===== src/rtl/lc3b_types.sv =====
// Shared LC-3b types: data word, performance-counter index and counter window base.
package lc3b_types;

  typedef logic [15:0] lc3b_word;

  typedef enum logic [1:0] {
    PERF_BPRED    = 2'd0,
    PERF_BMISPRED = 2'd1,
    PERF_STALL    = 2'd2,
    PERF_CYCLE    = 2'd3
  } lc3b_perf_idx;

  typedef enum logic {
    PERF_IDLE = 1'b0,
    PERF_RESP = 1'b1
  } perf_state_e;

  localparam lc3b_word PERF_BASE_DEFAULT = 16'hFFF0;

endpackage


===== src/rtl/perf_counter.sv =====
// One 16-bit event counter: a load beats an increment in the same cycle.
// PERF_SATURATE_EN: stick at 16'hFFFF instead of wrapping to zero.
module perf_counter
  import lc3b_types::*;
(
  input  logic     clk,
  input  logic     rst_n,
  input  logic     inc,
  input  logic     load,
  input  lc3b_word load_data,
  output lc3b_word count
);

  // Counter register; a load discards a coincident increment
  always_ff @(posedge clk or negedge rst_n) begin
    if (!rst_n) begin
      count <= 16'h0000;
    end else if (load) begin
      count <= load_data;
    end else if (inc) begin
`ifdef PERF_SATURATE_EN
      if (count != 16'hFFFF) begin
        count <= count + 16'h0001;
      end else begin
        count <= count;
      end
`else
      count <= count + 16'h0001;
`endif
    end else begin
      count <= count;
    end
  end

endmodule


===== src/rtl/perf_counter_bank.sv =====
// Memory-mapped bank of four performance counters with a one-cycle response handshake.
// Define PERF_SATURATE_EN to make the counters saturate instead of wrap.
module perf_counter_bank
  import lc3b_types::*;
#(
  parameter lc3b_word BASE_ADDR = PERF_BASE_DEFAULT
) (
  input  logic        clk,
  input  logic        rst_n,
  input  logic        bpredicts_inc,
  input  logic        bmispredicts_inc,
  input  logic        stalls_inc,
  input  lc3b_word    mem_address,
  input  logic        mem_read,
  input  logic        mem_write,
  input  logic [15:0] mem_wdata,
  output logic        perf_sel,
  output logic [15:0] perf_rdata,
  output logic        perf_resp
);

  perf_state_e  state_r;
  lc3b_perf_idx idx_s;
  logic         hit_s;
  logic         accept_s;
  logic [3:0]   load_s;
  logic [3:0]   inc_s;
  lc3b_word     count_s [4];
  lc3b_word     rd_mux_s;
  logic         unused_addr_lsb_s;

  assign hit_s             = (mem_address[15:3] == BASE_ADDR[15:3]);
  assign perf_sel          = hit_s & (mem_read | mem_write);
  assign idx_s             = lc3b_perf_idx'(mem_address[2:1]);
  assign accept_s          = (state_r == PERF_IDLE) & perf_sel;
  assign inc_s             = {1'b1, stalls_inc, bmispredicts_inc, bpredicts_inc};
  assign unused_addr_lsb_s = mem_address[0];

  // Write strobe to the addressed counter; read+write together counts as a write
  always_comb begin
    load_s = 4'b0000;
    if (accept_s && mem_write) begin
      load_s[idx_s] = 1'b1;
    end else begin
      load_s = 4'b0000;
    end
  end

  for (genvar i = 0; i < 4; i++) begin : g_ctr
    perf_counter u_ctr (
      .clk       (clk),
      .rst_n     (rst_n),
      .inc       (inc_s[i]),
      .load      (load_s[i]),
      .load_data (mem_wdata),
      .count     (count_s[i])
    );
  end

  // Read mux over pre-increment counter values (snapshot of the accepting cycle)
  always_comb begin
    rd_mux_s = 16'h0000;
    case (idx_s)
      PERF_BPRED:    rd_mux_s = count_s[0];
      PERF_BMISPRED: rd_mux_s = count_s[1];
      PERF_STALL:    rd_mux_s = count_s[2];
      PERF_CYCLE:    rd_mux_s = count_s[3];
      default:       rd_mux_s = 16'h0000;
    endcase
  end

  // Handshake FSM: accept in IDLE, pulse perf_resp for one cycle in RESP
  always_ff @(posedge clk or negedge rst_n) begin
    if (!rst_n) begin
      state_r    <= PERF_IDLE;
      perf_resp  <= 1'b0;
      perf_rdata <= 16'h0000;
    end else begin
      case (state_r)
        PERF_IDLE: begin
          if (accept_s) begin
            state_r    <= PERF_RESP;
            perf_resp  <= 1'b1;
            perf_rdata <= mem_write ? 16'h0000 : rd_mux_s;
          end else begin
            state_r    <= PERF_IDLE;
            perf_resp  <= 1'b0;
          end
        end
        PERF_RESP: begin
          state_r   <= PERF_IDLE;
          perf_resp <= 1'b0;
        end
        default: begin
          state_r   <= PERF_IDLE;
          perf_resp <= 1'b0;
        end
      endcase
    end
  end

endmodule


===== config.mk =====
export PLATFORM = sky130hd
export DESIGN_NAME = perf_counter_bank
export DESIGN_NICKNAME = d
export VERILOG_FILES = /design/src/rtl/lc3b_types.sv /design/src/rtl/perf_counter.sv /design/src/rtl/perf_counter_bank.sv
export SDC_FILE = /design/constraint.sdc
export NUM_CORES = 1
export LEC_CHECK = 0
export BUFFER_PORTS_ARGS = -buffer_cell sky130_fd_sc_hd__buf_4
export CORE_ASPECT_RATIO = 0.6
export CORE_MARGIN = 5
export CORE_UTILIZATION = 63
export DETAILED_ROUTE_END_ITERATION = 16
export PLACE_DENSITY_LB_ADDON = 0.15
export SLEW_MARGIN = 15
export SYNTH_ARGS = -nofsm -noshare
export SYNTH_HDL_FRONTEND = slang
export SYNTH_SLANG_ARGS = --single-unit

===== constraint.sdc =====
create_clock -name clk -period 2.4 [get_ports clk]
set_clock_uncertainty 0.05 [all_clocks]
set_input_delay 0.48 -clock clk [delete_from_list [all_inputs] [get_ports clk]]
set_output_delay 0.48 -clock clk [all_outputs]
set_load 0.05 [all_outputs]

==> metrics, run 1 <==
CP cell instances buf_4 -> nand4b_4 -> nor4_4 -> o21a_4 -> buf_4; wire length per cell 19.4 um; PD cells 742 mW/mm^2; area growth from synthesis to layout 17.3%; Slew headroom 61.4%; initial antenna violation count 0; status finished clean; crit start category input port; Async S/R FF share, synth 100%; yosys warns 0; number of setup buffers added after CTS 0; initial core utilization 64.3%; vias per cell 6.08; Max-Cap Viols 0; fraction of layout cells with a size suffix above 1 23.2%; power consumption 4.05 mW; CP required 1.87 ns; Most common cell on crit path buf_4; Worst-Margin Slew 0.574 ns; First-pass DRT Iterations 5; detailed placer's ending HPWL 8.79 mm; Pins Over Slew Limit 0; #FFs+latches synth 81; # nets final 546; largest net degree at the start of global routing 45; CTS clock-pin slew for the worst setup and hold paths 0.06 ns; final WL 11.8 mm; TritonCTS clock tree yes; Hold Crit Class in2async; setup tns final 0 ns; die height 76.6 um; VDD IR-drop max 663 uV; number of cells produced by synthesis 456; crit path time final 2.02 ns; CP Buf/Inv Count 2; Iteration-0 DRC Markers 422; P_leak 2.42 nW; Total GRT Usage 27.4%; overflow left after global routing 0; sw frac 30.4%; crit path DAT 1.49 ns; CP Max Fanout 2; sequential cell area fraction in the yosys report 43.6%; endpoints failing setup 0; fmax 496 MHz; setup repair after global routing missed its margin no; P_int 2.82 mW; IO Count 57; Reg power frac 47.4%; die width 121 um; Setup CP Type in2out; antenna diode count 0; endpoints failing hold 0; H-tree depth 3; clk_lat worst skew 0.34 ns; via count 3,723; Avg Inst Size Synth 10.2 um^2; Reg2Reg Setup Slack 0.44 ns; Worst path slowest cell nor4_4; Sink Count 81; CTS buffer count 9; worst-case clock buffer depth 2; P_sw 1.23 mW; final RePlAce weighted congestion 0.943; first-pass GRT wire length 19.3 mm; vias in the first global route 3,545; Yosys cell types 36; CTS Hold Bufs 0; mapped cell area 0.00465 mm^2; Core Area 0.00724 mm^2; Crit. End Element primary output; predominant post-synthesis flop cell dfrtp_1; Resized cells post-CTS 0; CP top delay family simple AND/OR/NAND/NOR gates; max incr delay on CP 0.34 ns; final period utilization 84.0%; Clock power frac 34.1%; Die ar. 0.00926 mm^2; combinational power share 18.5%; port bufs 55; CTS root buf clkbuf_16; drt drc 0; Final ANT Viol Nets 0; EDFF count, synth 0; standard-cell rows 24; Layout fillers 512; syn_nets 499
-- power by group through the flow --
| stage | clock, mW | combinational (mW) | sequential [mW] |
|---|---|---|---|
| after floorplan | 0 | 0.559 | 1.79 |
| after detailed placement | 0 | 0.739 | 1.92 |
| after global routing | 1.48 | 0.834 | 1.95 |
| final | 1.38 | 0.749 | 1.92 |
| after global placement | 0 | 0.709 | 1.91 |
| after CTS | 1.40 | 0.750 | 1.90 |
-- area by class of cell --
| class | instances | area [um^2] | area share, % |
|---|---|---|---|
| clock buffer | 11 | 243 | 4.45 |
| clock inverter | 5 | 55.1 | 1.01 |
| inverter | 3 | 11.3 | 0.206 |
| multi-input combinational | 345 | 2480 | 45.4 |
| sequential | 81 | 2030 | 37.2 |
| tap | 104 | 130 | 2.39 |
| timing repair buffer | 63 | 510 | 9.36 |
-- layout by cell type (no fill, tap or decap), types with 2 or more instances in the layout --
cell type   instances
clkbuf_16           9
and4_1              5
nand3_1            25
nand4b_1            3
ha_1                4
buf_12              3
clkinv_2            2
inv_1               3
dfrtp_1            81
nand2_1            15
nor2b_1            17
buf_4              60
a21oi_1            61
mux2i_1             3
clkinvlp_4          2
mux2_4              9
mux4_2             16
nor2_1             72
xor2_1             29
nor4_1              4
xnor2_1            30
nor3_1              2
and3_1             13
nand3b_1            2
nand4_1            17
mux2_2              9
-- registers in the layout (all words and copies together) (netlist names) --
register,flops
g_ctr.u_ctr.count,64
perf_rdata,16
state_r,1
-- layer usage --
| layer | part of all wire, % | vias to the layer above | track usage [%] |
|---|---|---|---|
| li1 | - | 1703 | - |
| met1 | 43 | 1794 | 41.7 |
| met2 | 43 | 208 | 37.5 |
| met3 | 13 | 18 | 9.72 |
| met4 | 1.1 | 0 | 6.22 |
| met5 | 0 | - | 0 |
-- path summary, 6_finish.rpt --
kind	depth (start not counted)	startpoint	endpoint
max	5	mem_address[3]	perf_sel
min	1	rst_n	g_ctr[2].u_ctr.count[2]
max reg2reg	6	state_r	g_ctr[0].u_ctr.count[7]
min reg2reg	1	perf_rdata[4]	perf_rdata[4]
max in group asynchronous	2	rst_n	g_ctr[1].u_ctr.count[14]
min in group clk	2	mem_wdata[15]	g_ctr[0].u_ctr.count[15]
-- cells in the mapped netlist, types with 2 or more instances --
library cell	n	area share [%]
nor2_1	72	5.8
xor2_1	29	5.5
inv_1	3	0.24
mux2_4	9	2.9
buf_1	2	0.16
nor4_1	4	0.54
xnor2_1	30	5.6
nor2b_1	17	2.3
ha_1	4	1.1
and3_1	13	1.7
dfrtp_1	81	44
nand4b_1	3	0.57
nand2_1	15	1.2
mux2_2	9	2.2
nor3_1	2	0.22
and4_1	5	0.94
nand3_1	25	2.7
clkbuf_1	16	1.3
a21oi_1	61	6.6
nand3b_1	2	0.32
mux2i_1	3	0.65
buf_2	6	0.65
mux4_2	16	7.7
nand4_1	17	2.3
-- stage by stage --
step	utilization, %	setup slack, ns	std cells	hold slack [ns]	area (um^2)
floorplan	-	0.237	456	0.134	4650
global placement	71.3	0.239	596	0.442	5160
detailed placement	71.3	0.176	596	0.448	5160
CTS	75.4	0.382	612	0.116	5460
global route	75.4	0.273	612	0.136	5460
finish	75.4	0.385	612	0.0872	5460
-- logic make-up after synthesis --
family          after synthesis  synth area share [%]
compound gates               62                  6.89
fa+ha+maj                     4                  1.08
flops                        81                  43.6
xor+xnor                     59                  11.1
mux                          38                  13.7
buf+inv                      30                  3.12
simple gates                182                  20.5
Power figures use the tool's default switching activity.
==> inputs of run 2 (changes only) <==
--- a/config.mk
+++ b/config.mk
@@ -8,7 +8,7 @@
 export BUFFER_PORTS_ARGS = -buffer_cell sky130_fd_sc_hd__buf_4
 export CORE_ASPECT_RATIO = 0.6
 export CORE_MARGIN = 5
-export CORE_UTILIZATION = 63
+export CORE_UTILIZATION = 53
 export DETAILED_ROUTE_END_ITERATION = 16
 export PLACE_DENSITY_LB_ADDON = 0.15
 export SLEW_MARGIN = 15
==> constraint.sdc (replaced) <==
create_clock -name clk -period 1.8 [get_ports clk]
set_clock_uncertainty 0.05 [all_clocks]
set_input_delay 0.36 -clock clk [delete_from_list [all_inputs] [get_ports clk]]
set_output_delay 0.36 -clock clk [all_outputs]
set_load 0.05 [all_outputs]
==> metrics, run 2 (synthesis gave the netlist of run 1 again) <==
status finished clean; Layout fillers 659 (+29%); Setup WS pre-CTS -0.215 ns (-0.391 ns); detailed placer's ending HPWL 9.36 mm (+6.5%); crit start category input port; port bufs 55 (unchanged); Slew headroom 64.8% (+3.5 points); standard-cell rows 26 (+8.3%); CTS buffer count 9 (unchanged); combinational power share 22.2% (+3.7 points); setup tns final 0 ns (unchanged); Max-Cap Viols 0 (unchanged); overflow left after global routing 0 (unchanged); final period utilization 97.7%; vias in the first global route 3,552 (+0.20%); P_sw 1.74 mW (+41%); wire length per cell 19.4 um (+0.24%); P_int 4.18 mW (+49%); Pins Over Slew Limit 0 (unchanged); CTS root buf clkbuf_16; worst-case clock buffer depth 2 (unchanged); vias per cell 5.76 (-5.3%); Worst-Margin Slew 0.527 ns (-0.0469 ns); Final ANT Viol Nets 0 (unchanged); Setup WS post-layout 0.0406 ns (-0.344 ns); antenna diode count 0 (unchanged); Hold Crit Class in2reg; final WL 12.7 mm (+7.0%); via count 3,763 (+1.1%); Crit. End Element primary output; Sink Count 81 (unchanged); sequential cell area 0.00203 mm^2 (about the same); Reg power frac 41.4% (-6.0 points); first-pass GRT wire length 19.7 mm (+2.0%); P_leak 2.64 nW (+9.0%); fraction of layout cells with a size suffix above 1 29.0% (+5.8 points); TritonCTS clock tree yes; die width 131 um (+8.3%); First-pass DRT Iterations 4 (-1); area growth from synthesis to layout 26.0%; final RePlAce weighted congestion 0.861 (-8.7%); crit path time final 1.76 ns; VDD IR-drop max 949 uV (+43%); Die ar. 0.0108 mm^2 (+17%); drt drc 0 (unchanged); Iteration-0 DRC Markers 390 (-7.6%); initial core utilization 54.6% (-9.7 points); Core Area 0.00852 mm^2 (+18%); most frequent cells in the layout 87 x buf_4, 80 x dfrtp_1, 71 x nor2_1, 61 x a21oi_1, 30 x xnor2_1; H-tree depth 3 (unchanged); most common cell after layout, fill and taps aside buf_4; endpoints failing hold 0 (unchanged); PD cells 1010 mW/mm^2 (+36%); max reg flops 64 (unchanged); sw frac 29.4% (-1.0 points); Setup CP Type in2out; clk_lat worst skew 0.34 ns (about the same); CTS clock-pin slew for the worst setup and hold paths 0.06 ns (about the same); initial antenna violation count 0 (unchanged); register name with the most flops g_ctr.u_ctr.count; endpoints failing setup 0 (unchanged); Clock power frac 36.4% (+2.3 points); CP required 1.39 ns (-0.48 ns); Util after Layout 68.8% (-6.6 points); fmax 568 MHz; # nets final 579 (+6.0%); crit path DAT 1.35 ns (-0.14 ns); die height 82.6 um (+7.9%); Total GRT Usage 24.7% (-2.8 points); multi-input logic area 0.00252 mm^2 (+1.5%); IO Count 57 (unchanged); Largest regs g_ctr.u_ctr.count: 64 flops, perf_rdata: 16 flops, state_r: 1 flops; largest net degree at the start of global routing 39 (-13%); CP Max Fanout 2 (unchanged)
## run 2: cell types whose count changed in the layout (fill, tap and decap cells not counted), moves of 2 or more
cell and change:
nor4_1 -2, bufinv_16 +2, nor4_2 +2, buf_12 +3
buf_4 +27
## run 2: path summary, 6_finish.rpt
| kind | startpoint | to | slack [ns] | cells after the start |
|---|---|---|---|---|
| max | mem_address[3] | perf_sel | 0.04 | 6 |
| min | mem_wdata[10] | g_ctr[0].u_ctr.count[10] | 0.25 | 3 |
| max reg2reg | g_ctr[1].u_ctr.count[5] | g_ctr[1].u_ctr.count[9] | 0.09 | 5 |
| min reg2reg | perf_rdata[5] | perf_rdata[5] | 0.46 | 1 |
| max in group asynchronous | rst_n | state_r | 0.63 | 3 |
| min in group asynchronous | rst_n | g_ctr[2].u_ctr.count[3] | 0.49 | 2 |
## run 2: power by group through the flow
stage	Combinational (mW)	Sequential, mW	Clock [mW]
finish	1.32	2.46	2.16
CTS	1.26	2.44	2.18
detailed placement	1.23	2.47	0
global placement	1.20	2.46	0
global route	1.44	2.49	2.25
floorplan	0.745	2.39	0
## run 2: layout make-up
| cell class | count | share of cell area, % |
|---|---|---|
| inverters | 3 | 0.192 |
| flip-flops and latches | 81 | 34.6 |
| well taps | 112 | 2.39 |
| clock inverters | 5 | 1.75 |
| repair buffers | 96 | 14.0 |
| multi-input cells | 345 | 42.9 |
| clock buffers | 11 | 4.14 |
## run 2: per-layer routing
layer	global-route usage (%)	vias up	share of wire, %	wire length [um]
met5	0	-	0	0
met4	5.65	0	1.4	174
met3	8.35	13	10	1290
met2	34.6	153	40	5060
met1	36.8	1823	49	6150
li1	-	1774	-	-
## run 2: what timing repair did
item,4_1_cts,5_1_grt
hold buffers,1,0
buffers inserted,0,3
resized for setup,0,8
endpoints found under the hold margin,35,0
gates cloned,0,1
setup endpoints to repair,1,15
pin swaps,1,2
## run 2: metrics by stage
stage	area (um^2)	hold WS, ns	instances	power (mW)
after floorplan	4650	0.0144	456	3.14
after global placement	5420	0.319	632	3.65
after detailed placement	5420	0.326	632	3.70
after CTS	5770	0.242	649	5.88
after global routing	5860	0.254	653	6.18
final	5860	0.248	653	5.93
## run 2: worst max-delay path, stage by stage
cell and delay [ns]:
buf_4 0.11, nand4b_4 0.18, nor4_4 0.30, o21a_4 0.17, buf_4 0.09, buf_6 0.14
==> inputs of run 3 (changes only) <==
--- a/config.mk
+++ b/config.mk
@@ -11,6 +11,7 @@
 export CORE_UTILIZATION = 53
 export DETAILED_ROUTE_END_ITERATION = 16
 export PLACE_DENSITY_LB_ADDON = 0.15
+export RECOVER_POWER = 50
 export SLEW_MARGIN = 15
 export SYNTH_ARGS = -nofsm -noshare
 export SYNTH_HDL_FRONTEND = slang
==> metrics, run 3 (synthesis gave the netlist of run 1 again) <==
P_sw 1.73 mW (-0.76%); CTS buffer count 9 (unchanged); most frequent cells in the layout 80 x dfrtp_1, 79 x buf_4, 71 x nor2_1, 61 x a21oi_1, 30 x xnor2_1; RR Startpoint g_ctr[0].u_ctr.count[1]; Total GRT Usage 24.7% (unchanged); # nets final 579 (unchanged); endpoints failing setup 0 (unchanged); via count 3,757 (-0.16%); first-pass GRT wire length 19.7 mm (unchanged); clk_lat worst skew 0.34 ns (about the same); combinational power share 22.1% (about the same); sw frac 29.3% (-0.14 points); Hold Slack 0.250 ns (+0.00249 ns); register name with the most flops g_ctr.u_ctr.count; Worst setup startpoint mem_address[3]; CTS clock-pin slew for the worst setup and hold paths 0.06 ns (about the same); max reg flops 64 (unchanged); setup tns final 0 ns (unchanged); Core Area 0.00852 mm^2 (unchanged); final WL 12.6 mm (-0.39%); DP Area 0.00542 mm^2 (unchanged); First-pass DRT Iterations 4 (unchanged); vias in the first global route 3,552 (unchanged); CTS root buf clkbuf_16; Slew headroom 32.3% (-33 points); Layout fillers 669 (+1.5%); CP Max Fanout 2 (unchanged); fmax 568 MHz (about the same); die width 131 um (unchanged); most common cell after layout, fill and taps aside dfrtp_1; hold path cells 3 (unchanged); VDD IR-drop max 946 uV (-0.28%); overflow left after global routing 0 (unchanged); fin cells 653 (unchanged); Reg2Reg Setup Slack 0.10 ns (about the same); Sink Count 81 (unchanged); Hold Crit Start mem_wdata[10]; Max-Cap Viols 0 (unchanged); status finished clean; crit path time final 1.76 ns (+0.000722 ns); worst-case clock buffer depth 2 (unchanged); CP required 1.39 ns (about the same); die height 82.6 um (unchanged); TritonCTS clock tree yes; largest net degree at the start of global routing 39 (unchanged); fraction of layout cells with a size suffix above 1 27.7% (-1.3 points); final period utilization 97.8% (about the same); crit path DAT 1.35 ns (about the same); PD cells 1020 mW/mm^2 (+0.37%); port bufs 55 (unchanged); Final ANT Viol Nets 0 (unchanged); RR Endpoint g_ctr[0].u_ctr.count[12]; post-route cell area 0.00582 mm^2 (-0.64%); final RePlAce weighted congestion 0.861 (unchanged); Reg power frac 41.5% (about the same); area growth from synthesis to layout 25.2%; P_int 4.18 mW (about the same); Worst-Margin Slew 1.02 ns (+0.488 ns); initial antenna violation count 0 (unchanged); H-tree depth 3 (unchanged); initial core utilization 54.6% (unchanged); WHS Endpoint g_ctr[0].u_ctr.count[10]; antenna diode count 0 (unchanged); standard-cell rows 26 (unchanged); endpoints failing hold 0 (unchanged); Hold Crit Class in2reg; Setup CP Type in2out; Largest regs g_ctr.u_ctr.count: 64 flops, perf_rdata: 16 flops, state_r: 1 flops; Reg2Reg Depth 5 (unchanged); vias per cell 5.75 (-0.16%); max incr delay on CP 0.30 ns (about the same); wire length per cell 19.3 um (-0.39%); Die ar. 0.0108 mm^2 (unchanged); Clock power frac 36.4% (about the same); IO Count 57 (unchanged); Placed Cells incl. Taps 632 (unchanged); Pins Over Slew Limit 0 (unchanged); Iteration-0 DRC Markers 420 (+7.7%); Crit. End Element primary output; CP cell instances buf_4 -> nand4b_4 -> nor4_4 -> o21a_4 -> buf_4 -> buf_6; crit start category input port; P_leak 2.60 nW (-1.3%); Most common cell on crit path buf_4; Worst path slowest cell nor4_4; detailed placer's ending HPWL 9.36 mm (unchanged); drt drc 0 (unchanged)
-- run 3: worst max path at each step --
| stage | to | slack, ns | depth (start not counted) |
|---|---|---|---|
| after floorplan | perf_rdata[0] | -0.24 | 7 |
| after CTS | g_ctr[1].u_ctr.count[9] | 0.004 | 5 |
| after global placement | perf_rdata[4] | -0.16 | 7 |
| after global routing | perf_sel | -0.004 | 6 |
| final | perf_sel | 0.04 | 6 |
| after detailed placement | perf_rdata[4] | -0.22 | 7 |
-- run 3: through the flow --
| stage | setup slack (ns) | utilization (%) | total power [mW] |
|---|---|---|---|
| after global routing | -0.00393 | 68.3 | 6.18 |
| after global placement | -0.155 | 63.5 | 3.65 |
| after floorplan | -0.243 | - | 3.14 |
| final | 0.0399 | 68.3 | 5.91 |
| after detailed placement | -0.215 | 63.5 | 3.70 |
| after CTS | 0.00361 | 67.7 | 5.88 |
-- run 3: critical path: cells and delay by family --
family          cells  cell delay, ns
buf+inv             3            0.34
compound gates      1            0.17
simple gates        2            0.48
-- run 3: power by group through the flow --
stage	Clock, mW	Sequential (mW)	Combinational (mW)
finish	2.15	2.45	1.31
global route	2.25	2.49	1.43
CTS	2.18	2.44	1.26
detailed placement	0	2.47	1.23
global placement	0	2.46	1.20
floorplan	0	2.39	0.745
-- run 3: metal layers --
| metal | wire length [um] | part of all wire, % | global-route usage [%] | vias to the layer above |
|---|---|---|---|---|
| li1 | - | - | - | 1770 |
| met1 | 5840 | 46 | 36.8 | 1818 |
| met2 | 5070 | 40 | 34.6 | 161 |
| met3 | 1580 | 13 | 8.35 | 8 |
| met4 | 125 | 0.99 | 5.65 | 0 |
| met5 | 0 | 0 | 0 | - |
-- run 3: cell type report --
cell class | count | area [um^2] | share of cell area, %
Multi-Input combinational cell | 345 | 2520 | 43.2
Sequential cell | 81 | 2030 | 34.8
Timing Repair Buffer | 96 | 782 | 13.4
Clock buffer | 11 | 243 | 4.17
Tap cell | 112 | 140 | 2.41
Clock inverter | 5 | 103 | 1.76
Inverter | 3 | 11.3 | 0.193
-- run 3: what timing repair did --
action	in CTS	in global routing
pin swaps	1	2
resized for setup	0	8
gates cloned	0	1
hold endpoints to repair	35	0
buffers inserted	0	3
endpoints found under the setup margin	1	15
hold buffers	1	0
